[src/rtl/lsu_mem_ctrl.sv]
// -----------------------------------------------------------------------------
// lsu_mem_ctrl
//
// Load/store access controller sitting between the execute stage and a 64-bit
// memory port. One request is in flight at a time: it is accepted over a
// valid/ready handshake, checked for natural alignment, turned into a single
// read or write strobe toward memory, and answered with exactly one response.
// Misaligned requests never touch memory and come back with resp_err set.
//
// Ports
//   clock, reset          : rising-edge clock, asynchronous active-low reset
//   req_valid/req_ready   : request handshake
//   req_store             : 1 = store, 0 = load
//   req_size              : 0 byte, 1 half, 2 word, 3 double
//   req_signed            : sign-extend load data (ignored for stores/doubles)
//   req_addr, req_wdata   : byte address, right-justified store data
//   resp_valid/resp_ready : response handshake
//   resp_rdata, resp_err  : extended load data (0 for stores/errors), error flag
//   mem_rd_en/addr/data   : read strobe, aligned address, combinational data in
//   mem_we_en/addr/data/mask : write strobe, aligned address, lane data, byte enables
// -----------------------------------------------------------------------------
module lsu_mem_ctrl #(
    parameter int ADDR_W = 64,
    parameter int DATA_W = 64
) (
    input  logic                clock,
    input  logic                reset,
    input  logic                req_valid,
    output logic                req_ready,
    input  logic                req_store,
    input  logic [1:0]          req_size,
    input  logic                req_signed,
    input  logic [ADDR_W-1:0]   req_addr,
    input  logic [DATA_W-1:0]   req_wdata,
    output logic                resp_valid,
    input  logic                resp_ready,
    output logic [DATA_W-1:0]   resp_rdata,
    output logic                resp_err,
    output logic                mem_rd_en,
    output logic [ADDR_W-1:0]   mem_rd_addr,
    input  logic [DATA_W-1:0]   mem_rd_data,
    output logic                mem_we_en,
    output logic [ADDR_W-1:0]   mem_we_addr,
    output logic [DATA_W-1:0]   mem_we_data,
    output logic [DATA_W/8-1:0] mem_we_mask
);

    typedef enum logic [1:0] {
        IDLE,
        ACC,
        ERR,
        RESP
    } state_e;

    state_e              state_q, state_d;
    logic                store_q, store_d;
    logic [1:0]          size_q, size_d;
    logic                signed_q, signed_d;
    logic [ADDR_W-1:0]   addr_q, addr_d;
    logic [DATA_W-1:0]   wdata_q, wdata_d;
    logic [DATA_W-1:0]   rdata_q, rdata_d;
    logic                err_q, err_d;

    logic [5:0]          lane_shift;
    logic [ADDR_W-1:0]   word_addr;
    logic                req_misaligned;
    logic [7:0]          size_mask;
    logic [DATA_W-1:0]   load_raw;
    logic [DATA_W-1:0]   load_ext;

    // Byte lane within the 8-byte word, expressed as a bit shift.
    assign lane_shift = {addr_q[2:0], 3'b000};
    assign word_addr  = {addr_q[ADDR_W-1:3], 3'b000};

    // Natural alignment check on the incoming request. An aligned access of
    // at most 8 bytes can never straddle a word, so no split is needed.
    always_comb begin
        case (req_size)
            2'd0:    req_misaligned = 1'b0;
            2'd1:    req_misaligned = req_addr[0];
            2'd2:    req_misaligned = |req_addr[1:0];
            default: req_misaligned = |req_addr[2:0];
        endcase
    end

    always_comb begin
        case (size_q)
            2'd0:    size_mask = 8'h01;
            2'd1:    size_mask = 8'h03;
            2'd2:    size_mask = 8'h0F;
            default: size_mask = 8'hFF;
        endcase
    end

    // Load extraction: shift the addressed lane down, then extend by size.
    always_comb begin
        load_raw = mem_rd_data >> lane_shift;
        case (size_q)
            2'd0:    load_ext = signed_q ? {{(DATA_W-8){load_raw[7]}}, load_raw[7:0]}
                                         : {{(DATA_W-8){1'b0}}, load_raw[7:0]};
            2'd1:    load_ext = signed_q ? {{(DATA_W-16){load_raw[15]}}, load_raw[15:0]}
                                         : {{(DATA_W-16){1'b0}}, load_raw[15:0]};
            2'd2:    load_ext = signed_q ? {{(DATA_W-32){load_raw[31]}}, load_raw[31:0]}
                                         : {{(DATA_W-32){1'b0}}, load_raw[31:0]};
            default: load_ext = load_raw;
        endcase
    end

    // Next-state and output logic.
    always_comb begin
        // NOTE: every signal written here gets a default first, so no path
        // through the case statement can leave one unassigned and infer a latch.
        state_d     = state_q;
        store_d     = store_q;
        size_d      = size_q;
        signed_d    = signed_q;
        addr_d      = addr_q;
        wdata_d     = wdata_q;
        rdata_d     = rdata_q;
        err_d       = err_q;
        req_ready   = 1'b0;
        resp_valid  = 1'b0;
        resp_rdata  = '0;
        resp_err    = 1'b0;
        mem_rd_en   = 1'b0;
        mem_rd_addr = '0;
        mem_we_en   = 1'b0;
        mem_we_addr = '0;
        mem_we_data = '0;
        mem_we_mask = '0;

        case (state_q)
            IDLE: begin
                req_ready = 1'b1;
                if (req_valid) begin
                    store_d  = req_store;
                    size_d   = req_size;
                    signed_d = req_signed;
                    addr_d   = req_addr;
                    wdata_d  = req_wdata;
                    state_d  = req_misaligned ? ERR : ACC;
                end
            end
            ACC: begin
                err_d = 1'b0;
                if (store_q) begin
                    mem_we_en   = 1'b1;
                    mem_we_addr = word_addr;
                    mem_we_data = wdata_q << lane_shift;
                    mem_we_mask = size_mask << addr_q[2:0];
                    rdata_d     = '0;
                end else begin
                    mem_rd_en   = 1'b1;
                    mem_rd_addr = word_addr;
                    rdata_d     = load_ext;
                end
                state_d = RESP;
            end
            ERR: begin
                err_d   = 1'b1;
                rdata_d = '0;
                state_d = RESP;
            end
            RESP: begin
                resp_valid = 1'b1;
                resp_rdata = rdata_q;
                resp_err   = err_q;
                if (resp_ready) begin
                    state_d = IDLE;
                end
            end
            default: state_d = IDLE;
        endcase
    end

    always_ff @(posedge clock or negedge reset) begin
        if (!reset) begin
            state_q  <= IDLE;
            store_q  <= 1'b0;
            size_q   <= 2'd0;
            signed_q <= 1'b0;
            addr_q   <= '0;
            wdata_q  <= '0;
            rdata_q  <= '0;
            err_q    <= 1'b0;
        end else begin
            // NOTE: non-blocking assignments so every register updates from
            // the values present before the edge, independent of statement order.
            state_q  <= state_d;
            store_q  <= store_d;
            size_q   <= size_d;
            signed_q <= signed_d;
            addr_q   <= addr_d;
            wdata_q  <= wdata_d;
            rdata_q  <= rdata_d;
            err_q    <= err_d;
        end
    end

endmodule
[config.mk]
export PLATFORM = sky130hd
export DESIGN_NAME = lsu_mem_ctrl
export DESIGN_NICKNAME = d
export VERILOG_FILES = /design/src/rtl/lsu_mem_ctrl.sv
export SDC_FILE = /design/constraint.sdc
export NUM_CORES = 1
export LEC_CHECK = 0
export CAP_MARGIN = 0
export CORE_ASPECT_RATIO = 0.7
export CORE_MARGIN = 2
export CORE_UTILIZATION = 25
export CTS_BUF_LIST = sky130_fd_sc_hd__clkbuf_4 sky130_fd_sc_hd__clkbuf_8
export CTS_CLUSTER_DIAMETER = 30
export DETAILED_ROUTE_END_ITERATION = 6
export PLACE_DENSITY = 0.52
export RECOVER_POWER = 50
export SLEW_MARGIN = 20
export SYNTH_ARGS = -nofsm -noshare
export SYNTH_HDL_FRONTEND = slang
export SYNTH_SLANG_ARGS = --single-unit
[constraint.sdc]
create_clock -name clock -period 3.1 [get_ports clock]
set_clock_uncertainty 0.2 [all_clocks]
set_input_delay 0.31 -clock clock [delete_from_list [all_inputs] [get_ports clock]]
set_output_delay 0.31 -clock clock [all_outputs]
set_load 0.005 [all_outputs]
**Yosys cells after proc, flatten, opt, wreduce, memory -nomap -nowiden**

Index checks and enable logic that the tools add are counted.

- Equality and inequality tests: 9
- Shifts and indexed selects: 3
- Multiplexer cells: 29
- Reductions and logical operators: 9

Operator list:

| kind | count |
|---|---|
| 2-to-1 mux 64 bit | 11 |
| case mux 64 bit (3 select lines) | 1 |
| case mux 64 bit (2 select lines) | 1 |
| << shifter 64 x 6 -> 64 bit | 1 |
| right shift 64 x 6 -> 64 bit | 1 |
| case mux 8 bit (3 select lines) | 1 |
| 2-to-1 mux 8 bit | 2 |
| == test 2 bit (second input constant) | 4 |
| << shifter 8 x 3 -> 8 bit | 1 |
| 2-to-1 mux 1 bit | 7 |
| == test 2 x 1 -> 1 bit (second input constant) | 3 |
| logical NOT 2 bit | 3 |
| 2-to-1 mux 2 bit | 3 |
| case mux 2 bit (3 select lines) | 1 |
| != test 2 bit (second input constant) | 2 |
| AND reduction 2 bit | 2 |
| OR reduction 2 bit | 2 |
| case mux 1 bit (3 select lines) | 1 |
| OR reduction 3 bit | 1 |
| case mux 1 bit (2 select lines) | 1 |
| nonzero test 2 bit | 1 |

- Flip-flop bits (word level): 199
- Bits of input ports: 200
- Output and inout port bits: 269

**Logic depth before layout (Yosys ltp)**

- Depth in word-level cells: 5
- Mapped depth: 10
- Gate-level depth less buffers: 7

**Worst setup path before layout**

No wires, ideal clock.

- Path type: reg2out
- Start: reg addr_q[0]
- End: out mem_we_data[32]
- Data arrival time: 1.877 ns
- Slack: 0.713 ns
- Cell stages (with the launch flop): 9
- Buffers on the path: 5
- Path through: dfrtp_1 > buf_4 > buf_6 > buf_2 > buf_4 > buf_2 > nor3_1 > nand2_1 > o21ai_0

- Cells in the longest elaborated chain, start to end: 3

Ends and longest elaborated chain:

| element | RTL line | text |
|---|---|---|
| start: declaration | 59 | `logic [ADDR_W-1:0] addr_q, addr_d;` |
| start signal: assignment | 193 | `addr_q <= addr_d;` |
| << shifter 64 x 6 -> 64 bit | 149 | `mem_we_data = wdata_q << lane_shift;` |
| 2-to-1 mux 64 bit | 146 | `if (store_q) begin` |
| 2-to-1 mux 64 bit | 132 | `case (state_q)` |
| end: declaration | 44 | `output logic [DATA_W-1:0] mem_we_data,` |

No other way between the ends.

**Worst setup path after layout**

- Start: reg addr_q[0]
- End: out mem_we_data[46]

Same word-level chain as after synthesis.

==> results.py <==
metrics = {
    "status": {
        "outcome": "finished, violations left",
        "failed_checks": "max-capacitance violations, max-slew violations, negative setup slack",
    },
    "critical_path": {
        "slowest_delay_ns": 0.58,
        "end_kind": "output pin",
        "cp.arrival_ns": 2.63,
        "crit_path_top_delay_cell": "dfrtp_4",
        "worstPathRequired_ns": 2.59,
        "crit_fanout": 16,
        "crit_buf_inv": 2,
        "crit_type": "reg2out",
        "path_cells": "bufbuf_16, nor2b_1, a211oi_1, o32ai_1, and2_1, clkdlybuf4s50_1",
        "startpoint_type": "register",
        "critPathTopFamily": "buffers and inverters",
    },
    "clock_tree": {
        "htreeDepth": 4,
        "cts_buffers": 17,
        "clkTransAtPathRegs_ns": 0.12,
        "cts.sinks": 199,
        "cts_tree": "yes",
        "clk_latency_ns": 0.52,
        "clock_path_buffers": 2,
        "root_buffer": "clkbuf_8",
    },
    "detailed_routing": {
        "wl_per_cell_um": 23.08,
        "final_antenna_net_count": 0,
        "dr.pass1.iters": 5,
        "wl_um": 56250,
        "avgViaCountPerCell": 4.944,
        "dr_total_vias": 12050,
        "drt-initial-drc-count": 792,
        "drc": 0,
    },
    "logic_synthesis": {
        "yosysMostFrequentCell": "dfrtp_1",
        "synth_compound_area_frac": 0.1234,
        "yosysWarnings": 0,
        "synthDominantCellAreaShare": 0.4000,
        "synth_top_family_by_area": "multiplexers",
        "synth_cells": 1304,
        "ys_top_cells_by_area": "dfrtp_1 40%, mux2_2 15%, mux2i_1 7.0%, and2_1 4.8%, and3_1 3.9%",
        "ys_ff_latch": 199,
        "synth_fa_ha_area_frac": 0.005025,
        "yosys.area_share.simple": 0.1648,
        "synthXorXnorAreaFrac": 0,
        "post_synth.cell_area_avg_um2": 9.548,
        "ys_seq_area_frac": 0.4000,
        "synth_top_area_cell": "dfrtp_1",
        "synth_cell_types": 39,
        "synth_commonest_cells": "199 x dfrtp_1, 166 x mux2_2, 117 x nor2_1",
        "async_flop_share": 1.000,
        "synth_edf_count": 0,
        "synth_ff_type": "dfrtp_1",
        "netlist_area_mm2": 0.01245,
        "synthMuxAreaShare": 0.2472,
    },
    "floorplanning": {
        "die_area_mm2": 0.05163,
        "die_x_um": 270.7,
        "die_h_um": 190.7,
        "io_pins": 469,
        "core_mm2": 0.04926,
        "initial_core_util": 0.2527,
        "std_cell_rows": 68,
    },
    "sta": {
        "fin_crit_sh": 1.012,
        "maxSlewHeadroom": -0.3810,
        "fin_crit_ns": 3.138,
        "clock.fmax_mhz": 318.6,
        "setup_slack_ns": -0.03835,
        "setup_viol": 1,
        "hold_viol_final": 0,
        "tightest_slew_ns": 2.071,
        "rsz0062_at_grt": "true",
        "hold_slack_ns": 0.1820,
        "drv_slew": 107,
    },
    "power": {
        "vdd_ir_drop_max_uv": 455.6,
        "p_leak_nw": 8.106,
        "p_per_area_mw_per_mm2": 947.2,
        "sw_frac_of_total": 0.4519,
        "p_comb_frac": 0.633,
        "p_seq_frac": 0.266,
        "p_switching_mw": 8.137,
        "clkPwrFrac": 0.101,
        "intPower_mw": 9.868,
        "power.total_mw": 18.00,
    },
    "global_route": {
        "grt_first_pass_wirelength_um": 81530,
        "grt_start_max_net_pins": 78,
        "overflow": 0,
        "grt_pass1_vias": 11780,
        "track_usage": 0.2132,
        "grt_antenna_before_repair": 2,
    },
    "finish": {
        "final.fill_count": 4895,
        "final_cell_count_no_fill": 2437,
        "fin_nets": 1964,
        "area_growth_pct": 52.67,
        "antenna_cells": 0,
        "drive_gt1_frac": 0.1924,
    },
    "min_path": {
        "min_path_type": "in2reg",
    },
    "placement": {
        "placedCellCount": 2377,
        "globalplace.congestion": 0.8976,
        "hpwl_um": 42330,
        "port-buffer-count": 462,
    },
    "job": {
        "cap_violations": 2,
    },
}
[what timing repair did]
action / CTS / global route
gates cloned: 6 / 2
setup buffers: 13 / 6
setup endpoints to repair: 130 / 74
endpoints found under the hold margin: 74 / 0
pin swaps: 0 / 2
hold buffers: 1 / 0
resized for setup: 65 / 32
[power groups by stage]
| stage | Clock, mW | Combinational, mW | Sequential, mW |
|---|---|---|---|
| after floorplan | 0 | 6.40 | 4.24 |
| after global placement | 0 | 10.3 | 4.79 |
| after detailed placement | 0 | 10.4 | 4.81 |
| after CTS | 1.90 | 11.2 | 4.76 |
| after global routing | 2.00 | 12.2 | 4.94 |
| final | 1.82 | 11.4 | 4.79 |
[layout make-up]
| cell class | instances | area [µm²] | share of cell area |
|---|---|---|---|
| well taps | 665 | 832.0 | 0.04377 |
| clock buffers | 19 | 255.2 | 0.01343 |
| clock inverters | 13 | 160.2 | 0.008426 |
| multi-input cells | 932 | 6927 | 0.3644 |
| repair buffers | 553 | 5633 | 0.2963 |
| inverters | 56 | 212.7 | 0.01119 |
| flip-flops and latches | 199 | 4989 | 0.2624 |
[worst reg2reg max path: cells and delay by family, from the launching register on]
kind                       cells  cell delay [ns]
DFF                            1             0.43
buffers and inverters          2             0.51
and+or+nand+nor                1             1.14
adders and majority gates      1             0.25
muxes                          1             0.41
[layer usage]
metal	up-vias	routed length (µm)	GRT usage
met2	496	23690	0.3001
li1	5484	-	-
met3	48	4113	0.05502
met1	6017	27440	0.3209
met4	4	976	0.04994
met5	-	25	0
[stage by stage]
| step | util | worst slack [ns] | cell area [µm²] | TNS [ns] |
|---|---|---|---|---|
| detailed placement | 0.3657 | 0.09050 | 18010 | 0 |
| CTS | 0.3827 | -0.07977 | 18850 | -0.2697 |
| global placement | 0.3657 | 0.2013 | 18010 | 0 |
| global route | 0.3859 | -0.1833 | 19010 | -18.02 |
| floorplan | - | 0.7128 | 12470 | 0 |
| finish | 0.3859 | -0.03835 | 19010 | -0.03835 |
[layout by cell type (no fill, tap or decap), drive strengths merged, types with 2 or more instances in the layout]
| master | instances |
|---|---|
| clkdlybuf4s50 | 430 |
| dfrtp | 199 |
| mux2 | 166 |
| nor2 | 117 |
| and2 | 96 |
| o21ai | 93 |
| mux2i | 87 |
| buf | 80 |
| and3 | 78 |
| nand2 | 62 |
| inv | 61 |
| a21oi | 54 |
| o22ai | 47 |
| nor2b | 33 |
| clkbuf | 25 |
| dlygate4sd2 | 22 |
| o32ai | 16 |
| mux4 | 15 |
| a211oi | 15 |
| dlymetal6s2s | 9 |
| o221ai | 8 |
| o211ai | 8 |
| o2bb2ai | 7 |
| conb | 6 |
| clkinv | 6 |
| ha | 5 |
| nor3 | 5 |
| nand2b | 4 |
| bufbuf | 4 |
| a21o | 2 |
[cells by family after synthesis]
group,after synthesis
AND/OR/NAND/NOR,398
multiplexers,268
AO/OA/AOI/OAI,255
flip-flops,199
buffers and inverters,178
adder cells (fa/ha/maj),5
other,1
[sequential cells by signal, indices dropped and copies added, names as in the netlist]
name,cells
err_q,1
wdata_q,64
rdata_q,64
addr_q,64
store_q,1
signed_q,1
state_q,2
size_q,2
[worst paths after layout]
check / endpoint / depth (start not counted) / start / slack (ns)
max reg2reg: wdata_q[1] / 5 / state_q[0] / 0.05
max: mem_we_data[46] / 6 / addr_q[0] / -0.04
max in group asynchronous: wdata_q[15] / 3 / reset / 0.46
min in group asynchronous: addr_q[22] / 2 / reset / 0.70
min: wdata_q[20] / 2 / req_wdata[20] / 0.18
min reg2reg: err_q / 1 / err_q / 0.32
Note: power is estimated with default switching activity, not from simulation.
